$ cat src/rtl/wm_pkg.sv
// Shared types and constants for the watermark sequence generator.
// FSM state type, symbol-mapping encodings, default taps/seed and the symbol mapper.
package wm_pkg;

  typedef enum logic [0:0] {
    IDLE = 1'b0,
    RUN  = 1'b1
  } wm_state_e;

  localparam int unsigned SYM_RAW     = 0;
  localparam int unsigned SYM_TERNARY = 1;

  // x^8 + x^4 + x^3 + x^2 + 1
  localparam logic [7:0] DEFAULT_TAPS = 8'h1D;
  localparam logic [7:0] DEFAULT_KEY  = 8'h6A;

  // Ternary mode never produces 2'b11, so the symbol alphabet is {00, 01, 10}.
  function automatic logic [1:0] map_sym(input logic [1:0] s, input int unsigned mode);
    logic hi;
    logic lo;
    if (mode == SYM_RAW) begin
      return s;
    end
    hi = s[1] ^ s[0];
    lo = hi ? 1'b0 : s[0];
    return {hi, lo};
  endfunction

endpackage

$ cat src/rtl/wm_lfsr_step.sv
// Combinational next-state function of the de Bruijn-extended Galois LFSR.
// The all-zero state is spliced into the cycle, giving a full 2^LFSR_W period.
module wm_lfsr_step #(
  parameter int unsigned         LFSR_W = 8,
  parameter logic [LFSR_W-1:0]   TAPS   = LFSR_W'(8'h1D)
) (
  input  logic [LFSR_W-1:0] cur,
  output logic [LFSR_W-1:0] nxt
);

  logic low_zero;
  logic fb;

  always_comb begin
    low_zero = (cur[LFSR_W-2:0] == '0);
    // Feedback is inverted when the low bits are zero: 0x80 -> 0x00 -> TAPS.
    fb  = cur[LFSR_W-1] ^ low_zero;
    nxt = {cur[LFSR_W-2:0], 1'b0} ^ (fb ? TAPS : '0);
  end

endmodule

$ cat src/rtl/wm_seq_gen.sv
// Watermark symbol sequence generator with valid/ready handshake and runtime reseed.
// Define WM_PERIOD_CNT_EN to build the period counter and period_done pulse.
module wm_seq_gen
  import wm_pkg::*;
#(
  parameter int unsigned       LFSR_W   = 8,
  parameter logic [LFSR_W-1:0] TAPS     = LFSR_W'(DEFAULT_TAPS),
  parameter logic [LFSR_W-1:0] KEY      = LFSR_W'(DEFAULT_KEY),
  parameter int unsigned       SYM_MODE = SYM_TERNARY
) (
  input  logic              clk,
  input  logic              rst,
  input  logic              en,
  input  logic              key_load,
  input  logic [LFSR_W-1:0] key_in,
  input  logic              sym_ready,
  output logic              sym_valid,
  output logic [1:0]        sym_data,
  output logic              period_done
);

  wm_state_e         fsm_q;
  logic              sym_valid_q;
  logic [LFSR_W-1:0] lfsr_q;
  logic [LFSR_W-1:0] lfsr_next;
  logic              handshake;

  wm_lfsr_step #(
    .LFSR_W (LFSR_W),
    .TAPS   (TAPS)
  ) u_step (
    .cur (lfsr_q),
    .nxt (lfsr_next)
  );

  assign handshake = sym_valid_q & sym_ready;

  // key_load wins over handshake and enable; a coincident handshake symbol is
  // treated as consumed, but the seed overwrites the stepped value.
  always_ff @(posedge clk or posedge rst) begin
    if (rst) begin
      lfsr_q      <= KEY;
      fsm_q       <= IDLE;
      sym_valid_q <= 1'b0;
    end else if (key_load) begin
      lfsr_q      <= key_in;
      fsm_q       <= IDLE;
      sym_valid_q <= 1'b0;
    end else begin
      if (handshake) begin
        lfsr_q <= lfsr_next;
      end
      unique case (fsm_q)
        IDLE: begin
          if (en) begin
            fsm_q       <= RUN;
            sym_valid_q <= 1'b1;
          end
        end
        RUN: begin
          if (!en) begin
            fsm_q       <= IDLE;
            sym_valid_q <= 1'b0;
          end
        end
        default: begin
          fsm_q       <= IDLE;
          sym_valid_q <= 1'b0;
        end
      endcase
    end
  end

  assign sym_valid = sym_valid_q;
  assign sym_data  = map_sym(lfsr_q[1:0], SYM_MODE);

`ifdef WM_PERIOD_CNT_EN
  localparam logic [LFSR_W:0] CNT_LAST = {1'b0, {LFSR_W{1'b1}}};
  localparam logic [LFSR_W:0] CNT_ONE  = {{LFSR_W{1'b0}}, 1'b1};

  logic [LFSR_W:0] cnt_q;
  logic            done_q;

  always_ff @(posedge clk or posedge rst) begin
    if (rst) begin
      cnt_q  <= '0;
      done_q <= 1'b0;
    end else if (key_load) begin
      cnt_q  <= '0;
      done_q <= 1'b0;
    end else begin
      done_q <= handshake && (cnt_q == CNT_LAST);
      if (handshake) begin
        cnt_q <= (cnt_q == CNT_LAST) ? '0 : cnt_q + CNT_ONE;
      end
    end
  end

  assign period_done = done_q;
`else
  assign period_done = 1'b0;
`endif

endmodule

$ cat config.mk
export PLATFORM = sky130hd
export DESIGN_NAME = wm_seq_gen
export DESIGN_NICKNAME = d
export VERILOG_FILES = /design/src/rtl/wm_pkg.sv /design/src/rtl/wm_lfsr_step.sv /design/src/rtl/wm_seq_gen.sv
export SDC_FILE = /design/constraint.sdc
export NUM_CORES = 1
export LEC_CHECK = 0
export BUFFER_PORTS_ARGS = -buffer_cell sky130_fd_sc_hd__buf_2
export CAP_MARGIN = 20
export CORE_MARGIN = 5
export CORE_UTILIZATION = 45
export DETAILED_ROUTE_END_ITERATION = 16
export PLACE_DENSITY = 0.7
export REMOVE_ABC_BUFFERS = 1
export SLEW_MARGIN = 10
export SYNTH_ARGS = -nofsm -noshare
export SYNTH_HDL_FRONTEND = slang
export SYNTH_SLANG_ARGS = --single-unit
$ cat constraint.sdc
create_clock -name clk -period 1.9 [get_ports clk]
set_clock_uncertainty 0.05 [all_clocks]
set_input_delay 0.19 -clock clk [delete_from_list [all_inputs] [get_ports clk]]
set_output_delay 0.19 -clock clk [all_outputs]
set_load 0.05 [all_outputs]
==> impl_metrics.toml, run 1 <==
[clock_tree]
numCtsBuffers = 3
cts_tree = "done"
clkTransAtPathRegs_ps = 70
cts.sinks = 10
clock-root-buffer = "clkbuf_4"
clockBufferDepth = 2
cts_max_level = 1
clkLatencyLatePin_ps = 270
cts_setup_buffers = 0

[timing]
rsz0062_at_grt = "no"
clock.fmax_mhz = 593.9
hold_viol = 0
whs_ps = 66.86
report.final.slew_viol_count = 0
finalCriticalPeriod_ps = 1684
setup_viol = 0
tns_ps = 0
fin_crit_sh_pct = 88.63

[synthesis]
synth_warnings = 0
synth_area_leaders = "dfrtp_1 (24%), dfstp_2 (17%), mux2i_1 (6.4%), a21oi_1 (4.8%), nand2_1 (4.2%)"
ys_ff_latch = 10
synth_cell_types = 27
synth_edf_count = 0
async_flop_share_pct = 100.0
synth_top_area_cell = "dfrtp_1"
synthCells = 68
synth_top_area_share_pct = 24.14
synth_common_cells = "nand2_1 (7), nor2_1 (7), a21oi_1 (6), dfrtp_1 (6), o21ai_0 (5)"
seq_area_frac_synth_pct = 41.05
avgSynthCellArea_sq_um = 9.145
syn_area_sq_um = 621.8
synth_ff_type = "dfrtp_1"

[global_route]
grt_util_all_layers_pct = 13.75
grt_pass1_vias = 493
gr-total-overflow = 0
use_met1_pct = 16.32
grt_max_degree = 20
use_met3_pct = 2.299
top_usage_layer = "met2"
antenna_found_initial = 0
use_met2_pct = 22.22
grt_pass1_wl_um = 2076

[final_layout]
nFillCells = 130
seqCellArea_sq_um = 255.2
areaGrowthSynthToFinish_pct = 19.52
n_antenna_cell = 0
drive_gt1_share_pct = 33.33
nNetsFinal = 100
multi_input_area_sq_um = 329.1

[critical_path]
crit_path_cell_trace = "inv_1, ha_1, or4b_4, nor2_1, o21a_1, o41ai_2"
critPathKind = "reg2reg"
r2r-start = "lfsr_q[1]"
worst_r2r_endpoint = "lfsr_q[3]"
crit_required_ps = 2030
startpoint = "lfsr_q[1]"
critical-path-max-stage-delay_ps = 560
cp.depth = 6
cp_top_family = "flip-flops"
startpoint_type = "register"
rrSetupSlack_ps = 220
endpoint_kind = "register"
setup.worst_path.end = "lfsr_q[3]"
r2r_cells = 6
cp_slowest_cell = "dfstp_2"
path_buf_inv = 1
cp.arrival_ps = 1810
path_max_fanout = 4

[routing]
vias = 521
drt_iter0_drc = 15
drc = 0
first_pass_iters = 4
vias_per_cell = 5.263
wl_um = 1235
antenna_left = 0
routedWlPerCell_um = 12.47

[floorplanning]
pin_count = 17
die_h_um = 47.18
fp-row-count = 13
initial_core_util_pct = 47.79
die_x_um = 47.18
dieArea_sq_um = 2225
core_sq_um = 1301

[run_status]
run_status = "complete, no violations"

[pwr]
cellPowerDensity_nw_per_um2 = 827.7
power_uw = 615.1
p_leak_nw = 0.3623
vdd_drop_max_uv = 447.7

[placement]
portBuffers = 15
post-dp-hpwl_um = 910
gp_congestion = 0.7303

[run]
maxCapViolCount = 0

[worst_hold_path]
min_path_type = "in2reg"
worst min path at each step:
stage | slack, ps | start | depth (start not counted) | end
2_1_floorplan | -20 | rst | 1 | fsm_q
3_3_place_gp | 140 | rst | 2 | fsm_q
3_5_place_dp | 140 | rst | 2 | fsm_q
4_1_cts | 60 | key_in[0] | 3 | lfsr_q[0]
5_1_grt | 70 | key_in[0] | 3 | lfsr_q[0]
6_report | 70 | key_in[0] | 3 | lfsr_q[0]
routing by layer:
metal  wire, um  share of wire, %
met5          0                 0
met4         38               3.1
met3         67               5.4
met2        605                49
met1        524                42
where the power goes:
group | switching (mW) | leakage, nW | internal, mW
clock | 0.0833 | 0.0210 | 0.116
sequential | 0.0263 | 0.115 | 0.242
combinational | 0.0880 | 0.226 | 0.0595
sequential cells by signal, indices dropped and copies added (netlist names):
register / count
lfsr_q: 8
fsm_q: 1
sym_valid: 1
repair_timing:
action	CTS	global route
gates resized for setup	0	0
setup endpoints to repair	0	0
hold buffers	1	0
endpoints found under the hold margin	6	0
logic make-up after synthesis:
family / Yosys count / share of synthesized area, %
AO/OA/AOI/OAI: 17 / 18.91
XOR/XNOR: 2 / 2.817
adder cells (fa/ha/maj): 2 / 4.024
buffers and inverters: 8 / 6.035
flip-flops: 10 / 41.05
multiplexers: 4 / 6.439
other: 1 / 0.6030
AND/OR/NAND/NOR: 24 / 20.12
per-stage QoR:
| step | setup WS, ps | area [sq um] | utilization, % | cells |
|---|---|---|---|---|
| after CTS | 204.7 | 743.2 | 57.12 | 99 |
| after floorplan | 287.0 | 595.6 | - | 63 |
| final | 216.1 | 743.2 | 57.12 | 99 |
| after detailed placement | 229.5 | 696.9 | 53.56 | 94 |
| after global placement | 259.8 | 696.9 | 53.56 | 94 |
| after global routing | 131.4 | 743.2 | 57.12 | 99 |
layout make-up:
type,count,area share [%]
Sequential cell,10,34.34
Inverter,3,1.515
Timing Repair Buffer,17,12.46
Multi-Input combinational cell,50,44.28
Clock buffer,4,4.882
Tap cell,15,2.525
tightest hold or removal path: stages:
cell     delay (ps)
buf_2            70
nand2_1          40
o31ai_1          50
cells in the final DEF, fill, tap and decap left out, types with 2 or more instances in the layout:
cell / n
ha_1: 2
o21ai_0: 5
mux2i_1: 4
inv_1: 3
nor2b_1: 2
dfrtp_1: 6
and3_1: 2
xnor2_1: 2
buf_2: 15
clkbuf_4: 3
dfstp_2: 4
nor2_1: 7
nand2_1: 7
a21oi_1: 6
Power figures use the tool's default switching activity.
==> inputs of run 2 (changes only) <==
--- a/config.mk
+++ b/config.mk
@@ -8,11 +8,12 @@
 export BUFFER_PORTS_ARGS = -buffer_cell sky130_fd_sc_hd__buf_2
 export CAP_MARGIN = 20
 export CORE_MARGIN = 5
-export CORE_UTILIZATION = 45
+export CORE_UTILIZATION = 50
 export DETAILED_ROUTE_END_ITERATION = 16
-export PLACE_DENSITY = 0.7
+export PLACE_DENSITY = 0.76
 export REMOVE_ABC_BUFFERS = 1
 export SLEW_MARGIN = 10
 export SYNTH_ARGS = -nofsm -noshare
 export SYNTH_HDL_FRONTEND = slang
+export SYNTH_HIERARCHICAL = 1
 export SYNTH_SLANG_ARGS = --single-unit
==> run 2 against run 1 <==
Effect of this change: non-clock buffer count decreased by 1; wire length increased by 12%; area after synthesis increased by 11%; die area decreased by 0.32%; sequential share of layout area increased by 0.71 points; largest cell class unchanged.
==> impl_metrics.toml, run 2 <==
[floorplanning]
die_h_um = 47.10
dieArea_sq_um = 2218
fp-row-count = 13
core_sq_um = 1301
initial_core_util_pct = 52.88
pin_count = 17
die_x_um = 47.10

[synthesis]
synth_top_area_cell = "dfrtp_1"
syn_area_sq_um = 688.2
synth_top_area_share_pct = 21.82
synth_area_leaders = "dfrtp_1 (22%), dfstp_2 (15%), nand4b_1 (10%), o311ai_1 (7.6%), buf_4 (6.5%)"
synthCells = 74
synth_cell_types = 21
async_flop_share_pct = 100.0
synth_warnings = 6
avgSynthCellArea_sq_um = 9.299
synth.most_common_cell = "nand2_1"
synth_edf_count = 0
synth_ff_type = "dfrtp_1"
synth_common_cells = "nand2_1 (10), inv_1 (9), nand4b_1 (8)"
seq_area_frac_synth_pct = 37.09
ys_ff_latch = 10

[timing]
finalCriticalPeriod_ps = 1500
tns_ps = 0
rsz0062_at_grt = "no"
hold_viol = 0
setup_viol = 0
fin_crit_sh_pct = 78.92
setup_ws_ps = 400.5
report.final.slew_viol_count = 0
clock.fmax_mhz = 666.9

[routing]
antenna_left = 0
routedWlPerCell_um = 14.36
first_pass_iters = 4
drc = 0
wl_um = 1379
vias = 569
drt_iter0_drc = 12
vias_per_cell = 5.927

[final_layout]
mostFrequentLayoutCell = "buf_2"
largest_reg_flops = 8
n_antenna_cell = 0
largest_register = "lfsr_q"
nNetsFinal = 97
final_cell_mix = "buf_2 (15), nand2_1 (10), inv_1 (9)"
areaGrowthSynthToFinish_pct = 5.818
final_util_pct = 55.96
drive_gt1_share_pct = 32.10

[global_route]
grt_util_all_layers_pct = 15.52
gr-total-overflow = 0
grt_max_degree = 27
grt_pass1_vias = 553
antenna_found_initial = 0
grt_pass1_wl_um = 2352

[critical_path]
crit_path_cell_trace = "nor4_2, a21oi_1, xnor2_1, nand4b_1, o311ai_2"
cp_slowest_cell = "dfrtp_1"
crit_required_ps = 1980
critPathKind = "reg2reg"
path_max_fanout = 4
cp.arrival_ps = 1580
startpoint_type = "register"
critical-path-max-stage-delay_ps = 430
endpoint_kind = "register"

[pwr]
vdd_drop_max_uv = 401.1
p_leak_nw = 0.3219
cellPowerDensity_nw_per_um2 = 775.2
power_uw = 564.5

[clock_tree]
clkTransAtPathRegs_ps = 60
clkLatencyLatePin_ps = 260
cts_setup_buffers = 0
cts.sinks = 10
numCtsBuffers = 3
clock-root-buffer = "clkbuf_4"
cts_max_level = 1
clockBufferDepth = 2
cts_tree = "done"

[placement]
post-dp-hpwl_um = 994
post-place-ws_ps = 401.1
gp_congestion = 0.6976
portBuffers = 15

[run_status]
run_status = "complete, no violations"

[worst_hold_path]
min_path_type = "in2reg"

[run]
maxCapViolCount = 0
[run 2: layer usage]
metal / track usage [%] / wire length, um / vias up / share of wire (%)
met5: 0 / 0 / - / 0
met4: 9.945 / 15 / 0 / 1.1
met3: 2.682 / 75 / 2 / 5.4
met2: 26.29 / 683 / 18 / 50
met1: 17.88 / 605 / 279 / 44
li1: - / - / 270 / -
[run 2: repair_timing]
action	4_1_cts	5_1_grt
resized for setup	0	0
hold buffers	1	0
hold endpoints to repair	6	0
[run 2: kinds of logic (layout without fill, tap and decap cells)]
logic type / Yosys count / in the layout / share of synthesized area (%)
buffers and inverters: 21 / 28 / 17.45
other: 1 / 1 / 0.5449
adder cells (fa/ha/maj): 1 / 1 / 1.818
flip-flops: 10 / 10 / 37.09
AO/OA/AOI/OAI: 13 / 13 / 16.36
XOR/XNOR: 4 / 4 / 5.090
AND/OR/NAND/NOR: 24 / 24 / 21.64
[run 2: per-stage QoR]
| stage | hold slack (ps) | std cells | cell area [sq um] |
|---|---|---|---|
| CTS | 91.03 | 96 | 728.2 |
| floorplan | -22.68 | 62 | 601.8 |
| detailed placement | 134.8 | 92 | 695.7 |
| global placement | 129.4 | 92 | 695.7 |
| finish | 96.39 | 96 | 728.2 |
| global route | 107.6 | 96 | 728.2 |
[run 2: layout make-up]
| class | instances | area, sq um |
|---|---|---|
| well taps | 15 | 18.77 |
| repair buffers | 16 | 85.08 |
| clock buffers | 3 | 22.52 |
| fillers | 133 | 573.1 |
| flip-flops and latches | 10 | 255.2 |
| multi-input cells | 43 | 312.8 |
| inverters | 9 | 33.78 |
[run 2: final timing paths]
path                            from        end  slack [ps]  depth (start not counted)
setup / recovery           lfsr_q[4]  lfsr_q[2]         400                          5
hold / removal             key_in[6]  lfsr_q[6]         100                          3
setup reg to reg           lfsr_q[4]  lfsr_q[2]         400                          5
hold reg to reg                fsm_q  sym_valid         460                          2
max in group asynchronous        rst  lfsr_q[3]        1050                          3
min in group asynchronous        rst  sym_valid         430                          3
[run 2: power by group]
part | leakage (nW) | switching [mW] | total, mW | internal [mW]
sequential | 0.116 | 0.0341 | 0.277 | 0.243
clock | 0.0138 | 0.0654 | 0.138 | 0.0728
combinational | 0.192 | 0.0896 | 0.149 | 0.0598
total | 0.322 | 0.189 | 0.565 | 0.375
[run 2: worst max-delay path: cells and delay by family, from the launching register on]
| kind | cells | cell delay (ps) |
|---|---|---|
| xor gates and xnor gates | 1 | 150 |
| AOI/OAI and AO/OA | 2 | 240 |
| DFF | 1 | 430 |
| and+or+nand+nor | 2 | 500 |
==> inputs of run 3 (changes only) <==
--- a/config.mk
+++ b/config.mk
@@ -8,9 +8,9 @@
 export BUFFER_PORTS_ARGS = -buffer_cell sky130_fd_sc_hd__buf_2
 export CAP_MARGIN = 20
 export CORE_MARGIN = 5
-export CORE_UTILIZATION = 50
+export CORE_UTILIZATION = 45
 export DETAILED_ROUTE_END_ITERATION = 16
-export PLACE_DENSITY = 0.76
+export PLACE_DENSITY = 0.72
 export REMOVE_ABC_BUFFERS = 1
 export SLEW_MARGIN = 10
 export SYNTH_ARGS = -nofsm -noshare
==> constraint.sdc (replaced) <==
create_clock -name clk -period 1.3 [get_ports clk]
set_clock_uncertainty 0.05 [all_clocks]
set_input_delay 0.13 -clock clk [delete_from_list [all_inputs] [get_ports clk]]
set_output_delay 0.13 -clock clk [all_outputs]
set_load 0.05 [all_outputs]
==> run 3 against run 2 <==
Effect of this change: combinational power grew 140%; critical endpoint is now sym_data[1]; final cell count grew 14%; setup slack lost 530 ps; via count grew 4.2%; clock power grew 120%; sequential power grew 43%; wire length grew 18%; critical path depth shrank 2; the flow now finishes with violations (negative setup slack); cell area grew 24%; hold slack lost 75 ps.
==> impl_metrics.toml, run 3 (synthesis results as in run 2) <==
[critical_path]
critPathKind = "reg2out"
rrSetupSlack_ps = -100
setup.worst_path.end = "sym_data[1]"
worst_r2r_endpoint = "lfsr_q[0]"
crit_path_cell_trace = "buf_6, ha_4, buf_8"
path_buf_inv = 2
cp.arrival_ps = 1250
startpoint_type = "register"
r2r-start = "lfsr_q[3]"
r2r_cells = 5
critical-path-max-stage-delay_ps = 550
endpoint_kind = "output pin"
cp_slowest_cell = "dfstp_2"
crit_required_ps = 1120
path_max_fanout = 2
cp_top_family = "flip-flops"
startpoint = "lfsr_q[1]"
cp.depth = 3

[final_layout]
final_cell_mix = "buf_2 (12), nand2_1 (10), buf_4 (10)"
largest_reg_flops = 8
drive_gt1_share_pct = 47.31
areaGrowthSynthToFinish_pct = 31.45
largest_register = "lfsr_q"
nNetsFinal = 108
nFillCells = 131
n_antenna_cell = 0
mostFrequentLayoutCell = "buf_2"
stdcell_count = 109

[timing]
fin_crit_sh_pct = 110.0
setup_viol = 6
whs_ps = 21.23
clock.fmax_mhz = 699.5
hold_viol = 0
setup_ws_ps = -129.5
finalCriticalPeriod_ps = 1430
rsz0062_at_grt = "yes"
report.final.slew_viol_count = 0

[global_route]
gr-total-overflow = 0
use_met1_pct = 18.34
grt_pass1_wl_um = 2711
grt_max_degree = 27
top_usage_layer = "met2"
antenna_found_initial = 0
use_met2_pct = 22.96
grt_util_all_layers_pct = 14.62
use_met3_pct = 3.058
grt_pass1_vias = 588

[floorplanning]
die_h_um = 49.11
initial_core_util_pct = 46.77
die_x_um = 49.11
core_sq_um = 1471
dieArea_sq_um = 2411
fp-row-count = 14
pin_count = 17

[clock_tree]
cts.sinks = 10
cts_tree = "done"
clkLatencyLatePin_ps = 280
numCtsBuffers = 3
clock-root-buffer = "clkbuf_4"
clockBufferDepth = 2
cts_max_level = 1
clkTransAtPathRegs_ps = 80

[routing]
vias_per_cell = 5.440
drc = 0
wl_um = 1634
drt_iter0_drc = 15
vias = 593
routedWlPerCell_um = 14.99
first_pass_iters = 4
antenna_left = 0

[placement]
portBuffers = 15
gp_congestion = 0.7728
post-dp-hpwl_um = 1028
dp_cells = 101

[pwr]
p_leak_nw = 0.3952
vdd_drop_max_uv = 925.4
cellPowerDensity_nw_per_um2 = 1167

[run_status]
run_status = "complete, but fails checks"
violations = "negative setup slack"

[run]
maxCapViolCount = 0

[worst_hold_path]
min_path_type = "in2reg"
==> run 3: cell types whose count changed in the layout (fill, tap and decap cells not counted), sizes merged <==
cell,previous run,this run
buf,15,25
clkbuf,3,5
==> run 3: routing by layer <==
layer  share of wire, %  wire length, um
met5                  0                0
met4                2.2               36
met3                4.3               70
met2                 48              791
met1                 45              735
==> run 3: cell type report <==
| class | instances | area (sq um) | share of cell area (%) |
|---|---|---|---|
| well taps | 16 | 20.02 | 2.213 |
| repair buffers | 27 | 193.9 | 21.44 |
| multi-input cells | 43 | 364.1 | 40.25 |
| inverters | 9 | 33.78 | 3.734 |
| clock buffers | 4 | 36.28 | 4.011 |
| flip-flops and latches | 10 | 256.5 | 28.35 |
==> run 3: power by group <==
group | switching, mW | internal [mW] | leakage, nW
sequential | 0.0401 | 0.355 | 0.115
clock | 0.129 | 0.170 | 0.0210
combinational | 0.186 | 0.175 | 0.259
==> run 3: per-stage QoR <==
stage / total power, mW / setup slack, ps / area [sq um] / TNS [ps] / util (%)
2_1_floorplan: 0.5592 / -61.03 / 601.8 / -132.3 / -
3_3_place_gp: 0.6571 / -48.76 / 757.0 / -131.8 / 51.45
3_5_place_dp: 0.6637 / -79.37 / 757.0 / -217.6 / 51.45
4_1_cts: 1.031 / -133.8 / 879.6 / -385.2 / 59.78
5_1_grt: 1.107 / -183.7 / 904.6 / -899.8 / 61.48
6_report: 1.056 / -129.5 / 904.6 / -489.4 / 61.48
==> run 3: tightest hold or removal path: cells and delay by family <==
kind | cells | cell delay, ps
buffers and inverters | 1 | 70
AOI/OAI and AO/OA | 1 | 70
and+or+nand+nor | 1 | 40
==> run 3: worst min path at each step <==
stage,cells past startpoint,from,to
6_report,3,key_in[7],lfsr_q[7]
5_1_grt,3,key_in[6],lfsr_q[6]
4_1_cts,3,key_in[7],lfsr_q[7]
3_5_place_dp,2,rst,lfsr_q[0]
3_3_place_gp,2,rst,lfsr_q[0]
2_1_floorplan,1,rst,fsm_q
==> run 3: repair_timing <==
item | 4_1_cts | 5_1_grt
buffers inserted | 2 | 1
gates cloned | 0 | 0
setup endpoints to repair | 6 | 7
resized for setup | 13 | 4
endpoints found under the hold margin | 6 | 0
hold buffers | 1 | 0
pin swaps | 6 | 4
